<file path="src/rtl/multi_sel_mode_ctrl_pkg.sv">
// Shared types, defaults and width helper for the per-channel mode/digit selector.
package multi_sel_mode_ctrl_pkg;

  localparam int NCH_DEF     = 4;
  localparam int NSTATE_DEF  = 2;
  localparam int SW_SYNC_DEF = 2;

  // Ceiling log2, but never below one bit so single-entry fields stay legal.
  function automatic int clog2_min1(input int v);
    int r;
    r = 0;
    for (int i = 0; i < 31; i++) begin
      if ((32'sd1 << i) < v) r = i + 1;
    end
    return (r < 1) ? 1 : r;
  endfunction

  localparam int CH_W_DEF = clog2_min1(NCH_DEF);

  typedef logic [CH_W_DEF-1:0] ch_idx_t;

  typedef enum logic {
    ARMING = 1'b0,
    ARMED  = 1'b1
  } arm_state_t;

endpackage

</file>
<file path="src/rtl/multi_sel_mode_ctrl_if.sv">
// Switch/PC command inputs and selection outputs of the mode selector.
interface multi_sel_mode_ctrl_if
  import multi_sel_mode_ctrl_pkg::*;
#(
  parameter int NCH    = NCH_DEF,
  parameter int NSTATE = NSTATE_DEF
);
  localparam int W   = clog2_min1(NSTATE);
  localparam int CHW = clog2_min1(NCH);

  logic [NCH-1:0]   i_sw_lvl;
  logic [NCH-1:0]   i_pc_step;
  logic             i_pc_load;
  logic [CHW-1:0]   i_pc_ch;
  logic [W-1:0]     i_pc_val;
  logic [NCH-1:0]   i_lock;
  logic [NCH*W-1:0] o_sel;
  logic [NCH-1:0]   o_chg;
  logic             o_load_err;

  modport master (
    output i_sw_lvl, i_pc_step, i_pc_load, i_pc_ch, i_pc_val, i_lock,
    input  o_sel, o_chg, o_load_err
  );

  modport slave (
    input  i_sw_lvl, i_pc_step, i_pc_load, i_pc_ch, i_pc_val, i_lock,
    output o_sel, o_chg, o_load_err
  );

endinterface

</file>
<file path="src/rtl/multi_sel_mode_ctrl_sw_edge_sync.sv">
// Synchronizes one slide-switch level and emits a registered pulse on either edge,
// suppressed while the block is not yet armed after reset.
module multi_sel_mode_ctrl_sw_edge_sync #(
  parameter int SW_SYNC = 2
) (
  input  logic clk,
  input  logic rst,
  input  logic i_lvl,
  input  logic i_arm,
  output logic o_evt
);

  logic [SW_SYNC-1:0] r_sync;
  logic               r_dly;
  logic               r_evt;
  logic               w_edge;

  assign w_edge = r_sync[SW_SYNC-1] ^ r_dly;

  // Delay flop keeps following the level even while masked, so no stale edge survives.
  always_ff @(posedge clk or posedge rst) begin
    if (rst) begin
      r_sync <= '0;
      r_dly  <= 1'b0;
      r_evt  <= 1'b0;
    end else begin
      r_sync <= {r_sync[SW_SYNC-2:0], i_lvl};
      r_dly  <= r_sync[SW_SYNC-1];
      r_evt  <= w_edge & i_arm;
    end
  end

  assign o_evt = r_evt;

endmodule

</file>
<file path="src/rtl/multi_sel_mode_ctrl.sv">
// Per-channel wrapping selection index driven by slide switches and PC commands,
// with post-reset arming, per-channel lock, direct load and change strobes.
module multi_sel_mode_ctrl
  import multi_sel_mode_ctrl_pkg::*;
#(
  parameter int NCH     = NCH_DEF,
  parameter int NSTATE  = NSTATE_DEF,
  parameter int SW_SYNC = SW_SYNC_DEF
) (
  input logic                  clk,
  input logic                  rst,
  multi_sel_mode_ctrl_if.slave s_if
);

  localparam int W     = clog2_min1(NSTATE);
  localparam int ARM_N = SW_SYNC + 1;
  localparam int CNT_W = clog2_min1(ARM_N);

  arm_state_t       r_state;
  arm_state_t       w_state_nxt;
  logic [CNT_W-1:0] r_arm_cnt;
  logic [CNT_W-1:0] w_arm_cnt_nxt;
  logic             w_armed;

  logic [NCH-1:0]   w_sw_evt;
  logic [NCH-1:0]   r_step;
  logic [NCH-1:0]   w_evt;
  logic             w_load_ok;

  logic [NCH*W-1:0] r_sel;
  logic [NCH*W-1:0] w_sel_nxt;
  logic [NCH-1:0]   r_chg;
  logic [NCH-1:0]   w_chg_nxt;
  logic             r_err;

  function automatic logic [W-1:0] adv_idx(input logic [W-1:0] v);
    return (v == W'(NSTATE - 1)) ? '0 : v + W'(1);
  endfunction

  always_ff @(posedge clk or posedge rst) begin
    if (rst) begin
      r_state   <= ARMING;
      r_arm_cnt <= '0;
    end else begin
      r_state   <= w_state_nxt;
      r_arm_cnt <= w_arm_cnt_nxt;
    end
  end

  // Edges seen during the first SW_SYNC+1 cycles reflect the reset-time level, not a user action.
  always_comb begin
    w_state_nxt   = r_state;
    w_arm_cnt_nxt = r_arm_cnt;
    case (r_state)
      ARMING: begin
        if (r_arm_cnt == CNT_W'(ARM_N - 1)) w_state_nxt = ARMED;
        else                                w_arm_cnt_nxt = r_arm_cnt + CNT_W'(1);
      end
      ARMED:   w_state_nxt = ARMED;
      default: w_state_nxt = ARMING;
    endcase
  end

  assign w_armed = (r_state == ARMED);

  for (genvar g = 0; g < NCH; g++) begin : g_ch
    multi_sel_mode_ctrl_sw_edge_sync #(
      .SW_SYNC (SW_SYNC)
    ) u_sw_sync (
      .clk   (clk),
      .rst   (rst),
      .i_lvl (s_if.i_sw_lvl[g]),
      .i_arm (w_armed),
      .o_evt (w_sw_evt[g])
    );
  end

  assign w_evt     = (w_sw_evt | r_step) & ~s_if.i_lock;
  assign w_load_ok = s_if.i_pc_load && (int'(s_if.i_pc_ch) < NCH)
                     && (int'(s_if.i_pc_val) < NSTATE);

  // A valid load wins over any event on its channel and ignores lock.
  always_comb begin
    w_sel_nxt = r_sel;
    w_chg_nxt = '0;
    for (int i = 0; i < NCH; i++) begin
      if (w_load_ok && (int'(s_if.i_pc_ch) == i)) begin
        w_sel_nxt[i*W +: W] = s_if.i_pc_val;
        w_chg_nxt[i]        = (s_if.i_pc_val != r_sel[i*W +: W]);
      end else if (w_evt[i]) begin
        w_sel_nxt[i*W +: W] = adv_idx(r_sel[i*W +: W]);
        w_chg_nxt[i]        = 1'b1;
      end
    end
  end

  always_ff @(posedge clk or posedge rst) begin
    if (rst) begin
      r_step <= '0;
      r_sel  <= '0;
      r_chg  <= '0;
      r_err  <= 1'b0;
    end else begin
      r_step <= s_if.i_pc_step;
      r_sel  <= w_sel_nxt;
      r_chg  <= w_chg_nxt;
      r_err  <= s_if.i_pc_load & ~w_load_ok;
    end
  end

  assign s_if.o_sel      = r_sel;
  assign s_if.o_chg      = r_chg;
  assign s_if.o_load_err = r_err;

endmodule

</file>
<file path="src/flat_wrapper.sv">
// flat-port wrapper written by rule: the top's interface ports become plain ports
module multi_sel_mode_ctrl_flat import multi_sel_mode_ctrl_pkg::*;
#(
  parameter int NCH     = NCH_DEF,
  parameter int NSTATE  = NSTATE_DEF,
  parameter int SW_SYNC = SW_SYNC_DEF
)
  (clk, rst, s_if_i_sw_lvl, s_if_i_pc_step, s_if_i_pc_load, s_if_i_pc_ch, s_if_i_pc_val, s_if_i_lock, s_if_o_sel, s_if_o_chg, s_if_o_load_err);
  multi_sel_mode_ctrl_if #(.NCH(NCH), .NSTATE(NSTATE)) s_if_i ();
  input logic clk;
  input logic rst;
  input wire logic [$bits(s_if_i.i_sw_lvl)-1:0] s_if_i_sw_lvl;
  input wire logic [$bits(s_if_i.i_pc_step)-1:0] s_if_i_pc_step;
  input wire logic [$bits(s_if_i.i_pc_load)-1:0] s_if_i_pc_load;
  input wire logic [$bits(s_if_i.i_pc_ch)-1:0] s_if_i_pc_ch;
  input wire logic [$bits(s_if_i.i_pc_val)-1:0] s_if_i_pc_val;
  input wire logic [$bits(s_if_i.i_lock)-1:0] s_if_i_lock;
  output wire logic [$bits(s_if_i.o_sel)-1:0] s_if_o_sel;
  output wire logic [$bits(s_if_i.o_chg)-1:0] s_if_o_chg;
  output wire logic [$bits(s_if_i.o_load_err)-1:0] s_if_o_load_err;
  assign s_if_i.i_sw_lvl = s_if_i_sw_lvl;
  assign s_if_i.i_pc_step = s_if_i_pc_step;
  assign s_if_i.i_pc_load = s_if_i_pc_load;
  assign s_if_i.i_pc_ch = s_if_i_pc_ch;
  assign s_if_i.i_pc_val = s_if_i_pc_val;
  assign s_if_i.i_lock = s_if_i_lock;
  assign s_if_o_sel = s_if_i.o_sel;
  assign s_if_o_chg = s_if_i.o_chg;
  assign s_if_o_load_err = s_if_i.o_load_err;
  multi_sel_mode_ctrl #(.NCH(NCH), .NSTATE(NSTATE), .SW_SYNC(SW_SYNC)) u_core (.clk(clk), .rst(rst), .s_if(s_if_i));
endmodule
</file>
<file path="config.mk">
export PLATFORM = sky130hd
export DESIGN_NAME = multi_sel_mode_ctrl_flat
export DESIGN_NICKNAME = d
export VERILOG_FILES = /design/src/rtl/multi_sel_mode_ctrl_pkg.sv /design/src/rtl/multi_sel_mode_ctrl_if.sv /design/src/rtl/multi_sel_mode_ctrl_sw_edge_sync.sv /design/src/rtl/multi_sel_mode_ctrl.sv /design/src/flat_wrapper.sv
export SDC_FILE = /design/constraint.sdc
export NUM_CORES = 1
export LEC_CHECK = 0
export BUFFER_PORTS_ARGS = -buffer_cell sky130_fd_sc_hd__buf_2
export CORE_ASPECT_RATIO = 0.8
export CORE_MARGIN = 3
export CORE_UTILIZATION = 40
export DETAILED_ROUTE_END_ITERATION = 7
export PLACE_DENSITY = 0.71
export SYNTH_ARGS = -nofsm -noshare
export SYNTH_HDL_FRONTEND = slang
export SYNTH_HIERARCHICAL = 1
export SYNTH_SLANG_ARGS = --single-unit
</file>
<file path="constraint.sdc">
create_clock -name clk -period 2.5 [get_ports clk]
set_input_delay 0.25 -clock clk [delete_from_list [all_inputs] [get_ports clk]]
set_output_delay 0.25 -clock clk [all_outputs]
set_load 0.01 [all_outputs]
</file>
Word level (Yosys, flattened, before mapping)
Index checks and enable logic that the tools add are counted.
{"block": "word_totals", "regBits": 31, "in_bits": 18, "out_inout_bits": 9, "elab_cells": 78}
{"block": "classes", "add_sub_neg": 5, "eq_ne": 8, "mux": 22, "n_bitwise": 13, "reduce_logical": 10}
{"op": "1-bit two-way mux", "count": 21}
{"op": "2-bit nonzero test", "count": 4}
{"op": "2-bit == test, second input constant", "count": 3}
{"op": "1-bit adder, second input constant", "count": 4}
{"op": "1-bit AND", "count": 4}
{"op": "4-bit AND", "count": 1}
{"op": "1-bit logical AND", "count": 4}
{"op": "1-bit inequality test", "count": 4}
{"op": "4-bit inverter", "count": 1}
{"op": "4-bit bitwise OR", "count": 1}
{"op": "1-bit XOR", "count": 4}
{"op": "2-bit by 1-bit adder with 2-bit output, second input constant", "count": 1}
{"op": "2-bit by 1-bit == test with 1-bit output, second input constant", "count": 1}
{"op": "2-bit zero test", "count": 1}
{"op": "1-bit inverter", "count": 2}
{"op": "1-bit one-hot mux with 2 select lines", "count": 1}
{"op": "2-bit AND reduction", "count": 1}

Logic depth before layout (Yosys ltp)
{"block": "depth", "word_depth": 4, "ltp_mapped": 5, "mapped_depth_nobuf": 5}

By module
The synthesis kept the hierarchy.
{"mod": "multi_sel_mode_ctrl", "instances": 1, "cells_per_inst": 58, "area_each_um2": 645.6, "seq_area_each_um2": 375.4}
{"mod": "multi_sel_mode_ctrl_sw_edge_sync", "instances": 4, "cells_per_inst": 7, "area_each_um2": 118.9, "seq_area_each_um2": 100.1}

Least setup slack after synthesis
No wires, ideal clock.
{"block": "synth_timing", "path_kind": "flip-flop to flip-flop", "from": "register u_core.r_arm_cnt[0]", "to": "register u_core.r_arm_cnt[1]", "setup_time_ns": 0.077, "arrival_time_ns": 0.893, "t_required_ns": 2.423, "slack_ns": 1.530, "stages_incl_launch_ff": 6, "path_buffers": 0, "period_less_slack_ns": 0.970, "cell_sequence": "dfrtp_1 -> inv_1 -> ha_1 -> nor2_1 -> nor2_1 -> a21oi_1"}
{"block": "synth_via", "elab_chain_len": 3, "word_cells_on_any_way": 4, "classes_between": "add/sub (1); eq/ne (1); bitwise (1); reduce/logical (1)"}
{"element": "start, declared", "line": "multi_sel_mode_ctrl.sv:21", "rtl": "logic [CNT_W-1:0] r_arm_cnt;"}
{"element": "start signal, assigned", "line": "multi_sel_mode_ctrl.sv:46", "rtl": "r_arm_cnt <= w_arm_cnt_nxt;"}
{"element": "2-bit == test", "line": "multi_sel_mode_ctrl.sv:56", "rtl": "if (r_arm_cnt == CNT_W'(ARM_N - 1)) w_state_nxt = ARMED;"}
{"element": "1-bit inverter (no line)"}
{"element": "2-bit AND reduction (no line)"}
Several ways; a longest one is shown, not always the timed one.
A chain may end at the register's enable or synchronous reset.

Worst setup path after layout
{"block": "layout_timing", "from": "register u_core.r_sel[3], in the netlist u_core/s_if.o_sel[3]", "to": "output port s_if_o_sel[3]"}
{"element": "start, declared", "line": "multi_sel_mode_ctrl.sv:30", "rtl": "logic [NCH*W-1:0] r_sel;"}
{"element": "start signal, assigned", "line": "multi_sel_mode_ctrl.sv:105", "rtl": "r_sel <= w_sel_nxt;"}
{"element": "end, declared", "line": "flat_wrapper.sv:18", "rtl": "output wire logic [$bits(s_if_i.o_sel)-1:0] s_if_o_sel;"}
No word-level cell between the ends.

==> results.py <==
metrics = {
    "status": {
        "run_status": "complete, no violations",
    },
    "yosys": {
        "synth_top_area_share": 0.692,
        "yosys_warnings": 6,
        "syn-mean-instance-area_um2": 13.0,
        "fraction_of_the_yosys_area_taken_by_sequential_cells": 0.692,
        "synth.largest_area_cell": "sky130_fd_sc_hd__dfrtp_1",
        "netlist_top_cells_count": "31 x sky130_fd_sc_hd__dfrtp_1, 12 x sky130_fd_sc_hd__xor2_1, 8 x sky130_fd_sc_hd__nor2_1, 7 x sky130_fd_sc_hd__a21oi_1, 7 x sky130_fd_sc_hd__inv_1",
        "synth_compound_area_frac": 0.0670,
        "mappedNetlistArea_um2": 1120,
        "post_synth_top_flop": "sky130_fd_sc_hd__dfrtp_1",
        "synthArstFlopShare": 1.00,
        "main_combinational_cell_family_by_area_after_synthesis": "XOR/XNOR gates",
        "post-synth-top-count-cell": "sky130_fd_sc_hd__dfrtp_1",
        "syn_inst": 86,
        "synth_fp_nets": 105,
        "synth.lib_cells_used.distinct": 18,
        "post_synth_fa_ha_maj_area_fraction": 0.0112,
        "post_synth_xor_area_fraction": 0.102,
        "synth_enable_flop_cells": 0,
        "synth_area_leaders": "sky130_fd_sc_hd__dfrtp_1 69%, sky130_fd_sc_hd__xor2_1 9.4%, sky130_fd_sc_hd__a21oi_1 3.1%",
        "synth-seq-cells": 31,
        "synth-simple-area-share": 0.0848,
        "synthMuxAreaShare": 0,
    },
    "clocking": {
        "cts_num_sinks": 31,
        "resize_count_post_cts": 0,
        "path_clk_slew_ns": 0.09,
        "htreeDepth": 2,
        "root_buffer": "sky130_fd_sc_hd__clkbuf_4",
        "clkLatencyLatePin_ns": 0.32,
        "cts_made_buffers": 5,
        "tritoncts": "yes",
        "clockBufferDepth": 2,
    },
    "sta": {
        "timing.final.hold_violations": 0,
        "worst_slew_margin_rel": 0.626,
        "clock-skew-final_ns": 0.00499,
        "achievable-frequency_mhz": 870,
        "finalWorstSetupSlack_ns": 1.35,
        "final_setup_violating_endpoints": 0,
        "finalCritPeriodShare": 0.460,
        "rsz0062_at_grt": "no",
        "worstMarginPinSlew_ns": 0.561,
        "total_negative_setup_slack_ns": 0,
        "timing.final.max_slew_violations": 0,
        "post-route-min-period_ns": 1.15,
    },
    "power": {
        "power-per-cell-area_nw_per_um2": 820,
        "leakage_uw": 0.000647,
        "irDropWorstVdd_mv": 0.286,
        "seq_power_share": 0.545,
        "p_int_uw": 817,
        "netSwitchingFraction": 0.264,
        "pwr-share-comb": 0.166,
        "power.switching_uw": 292,
        "power.clock.fraction": 0.289,
    },
    "setup_path": {
        "cp_slowest_stage_delay_ns": 0.42,
        "worst_path_dominant_cell_family": "flip-flops",
        "crit_cells": 1,
        "required_ns": 2.25,
        "worstPathCellList": "buf_2",
        "crit_fanout": 3,
        "worst_setup_path_endpoint": "s_if_o_sel[3]",
        "critPathLaunchType": "flop",
        "worst_ep_arrival_time_ns": 0.90,
        "worst_r2r_path_depth": 5,
        "endpoint_of_the_lowest_slack_register_to_register_path": "u_core/r_arm_cnt[1]",
        "rrSetupSlack_ns": 1.40,
        "worst_r2r_startpoint": "u_core/r_arm_cnt[0]",
        "crit_type": "reg -> out",
        "path_buf_inv": 1,
        "cp-startpoint": "u_core/s_if.o_sel[3]",
        "critPathSlowestCell": "sky130_fd_sc_hd__dfrtp_1",
        "setup.worst_path.end_class": "output port",
    },
    "floorplanning": {
        "dieHeight_um": 53.4,
        "core_area_um2": 2560,
        "row_count": 16,
        "fp.dieW_um": 65.2,
        "design.die.area_um2": 3480,
        "initial_utilization": 0.437,
        "floorplan.io_pins": 27,
    },
    "finish": {
        "diodes_inserted": 0,
        "filler_cell_count": 217,
        "final_cell_count_no_fill": 154,
        "fin_nets": 136,
        "area_delta_synth_final_pct": 20.5,
        "utilization_of_the_core_after_routing": 0.527,
        "drive_gt1_frac": 0.280,
    },
    "job": {
        "max-cap-violations": 0,
    },
    "global_route": {
        "grt_pass1_vias": 679,
        "grt_first_pass_wirelength_um": 2930,
        "antenna_found_initial": 0,
        "grt_util_all_layers": 0.121,
        "grt_max_degree": 16,
        "global_route.overflow_total": 0,
    },
    "placement": {
        "portBuffers": 25,
        "dp_cells": 145,
        "placement.setup.worst_slack_ns": 1.41,
        "post-dp-hpwl_um": 1310,
        "gp_routability_congestion": 0.656,
    },
    "routing": {
        "wl_met3_um": 180,
        "first_iter_violations": 33,
        "postRouteWirelength_um": 1730,
        "wire_per_inst_um": 11.2,
        "met2_wirelength_um": 808,
        "drt-vias-per-instance": 4.40,
        "firstDrtPassIters": 4,
        "detailroute.via_count": 677,
        "top_layer_used": "met4",
        "route.detailed.drc": 0,
        "postRouteAntennaNets": 0,
        "met1Wirelength_um": 706,
    },
    "hold_path": {
        "timing.hold.worst.class": "in -> reg",
    },
}
## per-stage QoR
stage          instance area, µm²  power (µW)  hold slack [ns]
2_1_floorplan                1120         726           0.0161
3_3_place_gp                 1270         792            0.181
3_5_place_dp                 1270         799            0.183
4_1_cts                      1350        1120           0.0130
5_1_grt                      1350        1180          0.00326
6_report                     1350        1110           0.0274
## routing by layer
layer / GRT usage / vias up
li1: - / 328
met1: 0.133 / 318
met2: 0.185 / 26
met3: 0.0573 / 5
met4: 0.0828 / 0
met5: 0 / -
## final cells by class
| cell class | instances | area [µm²] | area share |
|---|---|---|---|
| clock buffers | 8 | 68.8 | 0.0509 |
| multi-input cells | 46 | 300 | 0.222 |
| repair buffers | 26 | 135 | 0.100 |
| inverters | 7 | 26.3 | 0.0194 |
| flip-flops and latches | 31 | 776 | 0.574 |
| well taps | 36 | 45.0 | 0.0333 |
## state kept, by name, indices dropped and copies added (netlist names)
name,count
u_core/g_ch.u_sw_sync/r_sync,8
u_core/g_ch.u_sw_sync/o_evt,4
u_core/g_ch.u_sw_sync/r_dly,4
u_core/r_state,1
u_core/s_if.o_sel,4
u_core/r_step,4
u_core/s_if.o_chg,4
u_core/r_arm_cnt,2
## power groups by stage
stage,sequential [µW],clock (µW),combinational [µW]
after floorplan,631,0,94.4
after global placement,613,0,179
after detailed placement,615,0,184
after CTS,605,331,186
after global routing,613,358,205
final,604,321,184
## worst min path at each step
stage,cells after the start,slack [ns],start,to
after floorplan,1,0.02,rst,u_core/g_ch[0].u_sw_sync/o_evt
after global placement,2,0.18,rst,u_core/g_ch[0].u_sw_sync/o_evt
after detailed placement,2,0.18,rst,u_core/g_ch[0].u_sw_sync/o_evt
after CTS,1,0.01,s_if_i_sw_lvl[0],u_core/g_ch[0].u_sw_sync/r_sync[0]
after global routing,1,0.003,s_if_i_sw_lvl[0],u_core/g_ch[0].u_sw_sync/r_sync[0]
final,1,0.03,s_if_i_sw_lvl[0],u_core/g_ch[0].u_sw_sync/r_sync[0]
## cells by family after synthesis
group / Yosys count
AO/OA/AOI/OAI: 13
XOR/XNOR: 13
other: 1
AND/OR/NAND/NOR: 18
buffers and inverters: 9
adder cells (fa/ha/maj): 1
flip-flops: 31
## placed cells by master, fill, tap and decap left out, drive strengths merged
cell type    Yosys  layout
a21oi            7       7
and2             4       4
buf              2      25
clkbuf           0       8
conb             1       1
dfrtp           31      31
dlygate4sd3      0       1
ha               1       1
inv              7       7
nand2            2       2
nand3            1       1
nand3b           2       2
nor2             8       8
nor3b            1       1
o21ai            2       2
o21bai           4       4
xnor2            1       1
xor2            12      12
## timing repair
action,in CTS,in global routing
endpoints found under the setup margin,0,0
hold endpoints to repair,16,0
hold buffers,1,0
buffers inserted,0,0
(Power assumes the default switching activity.)
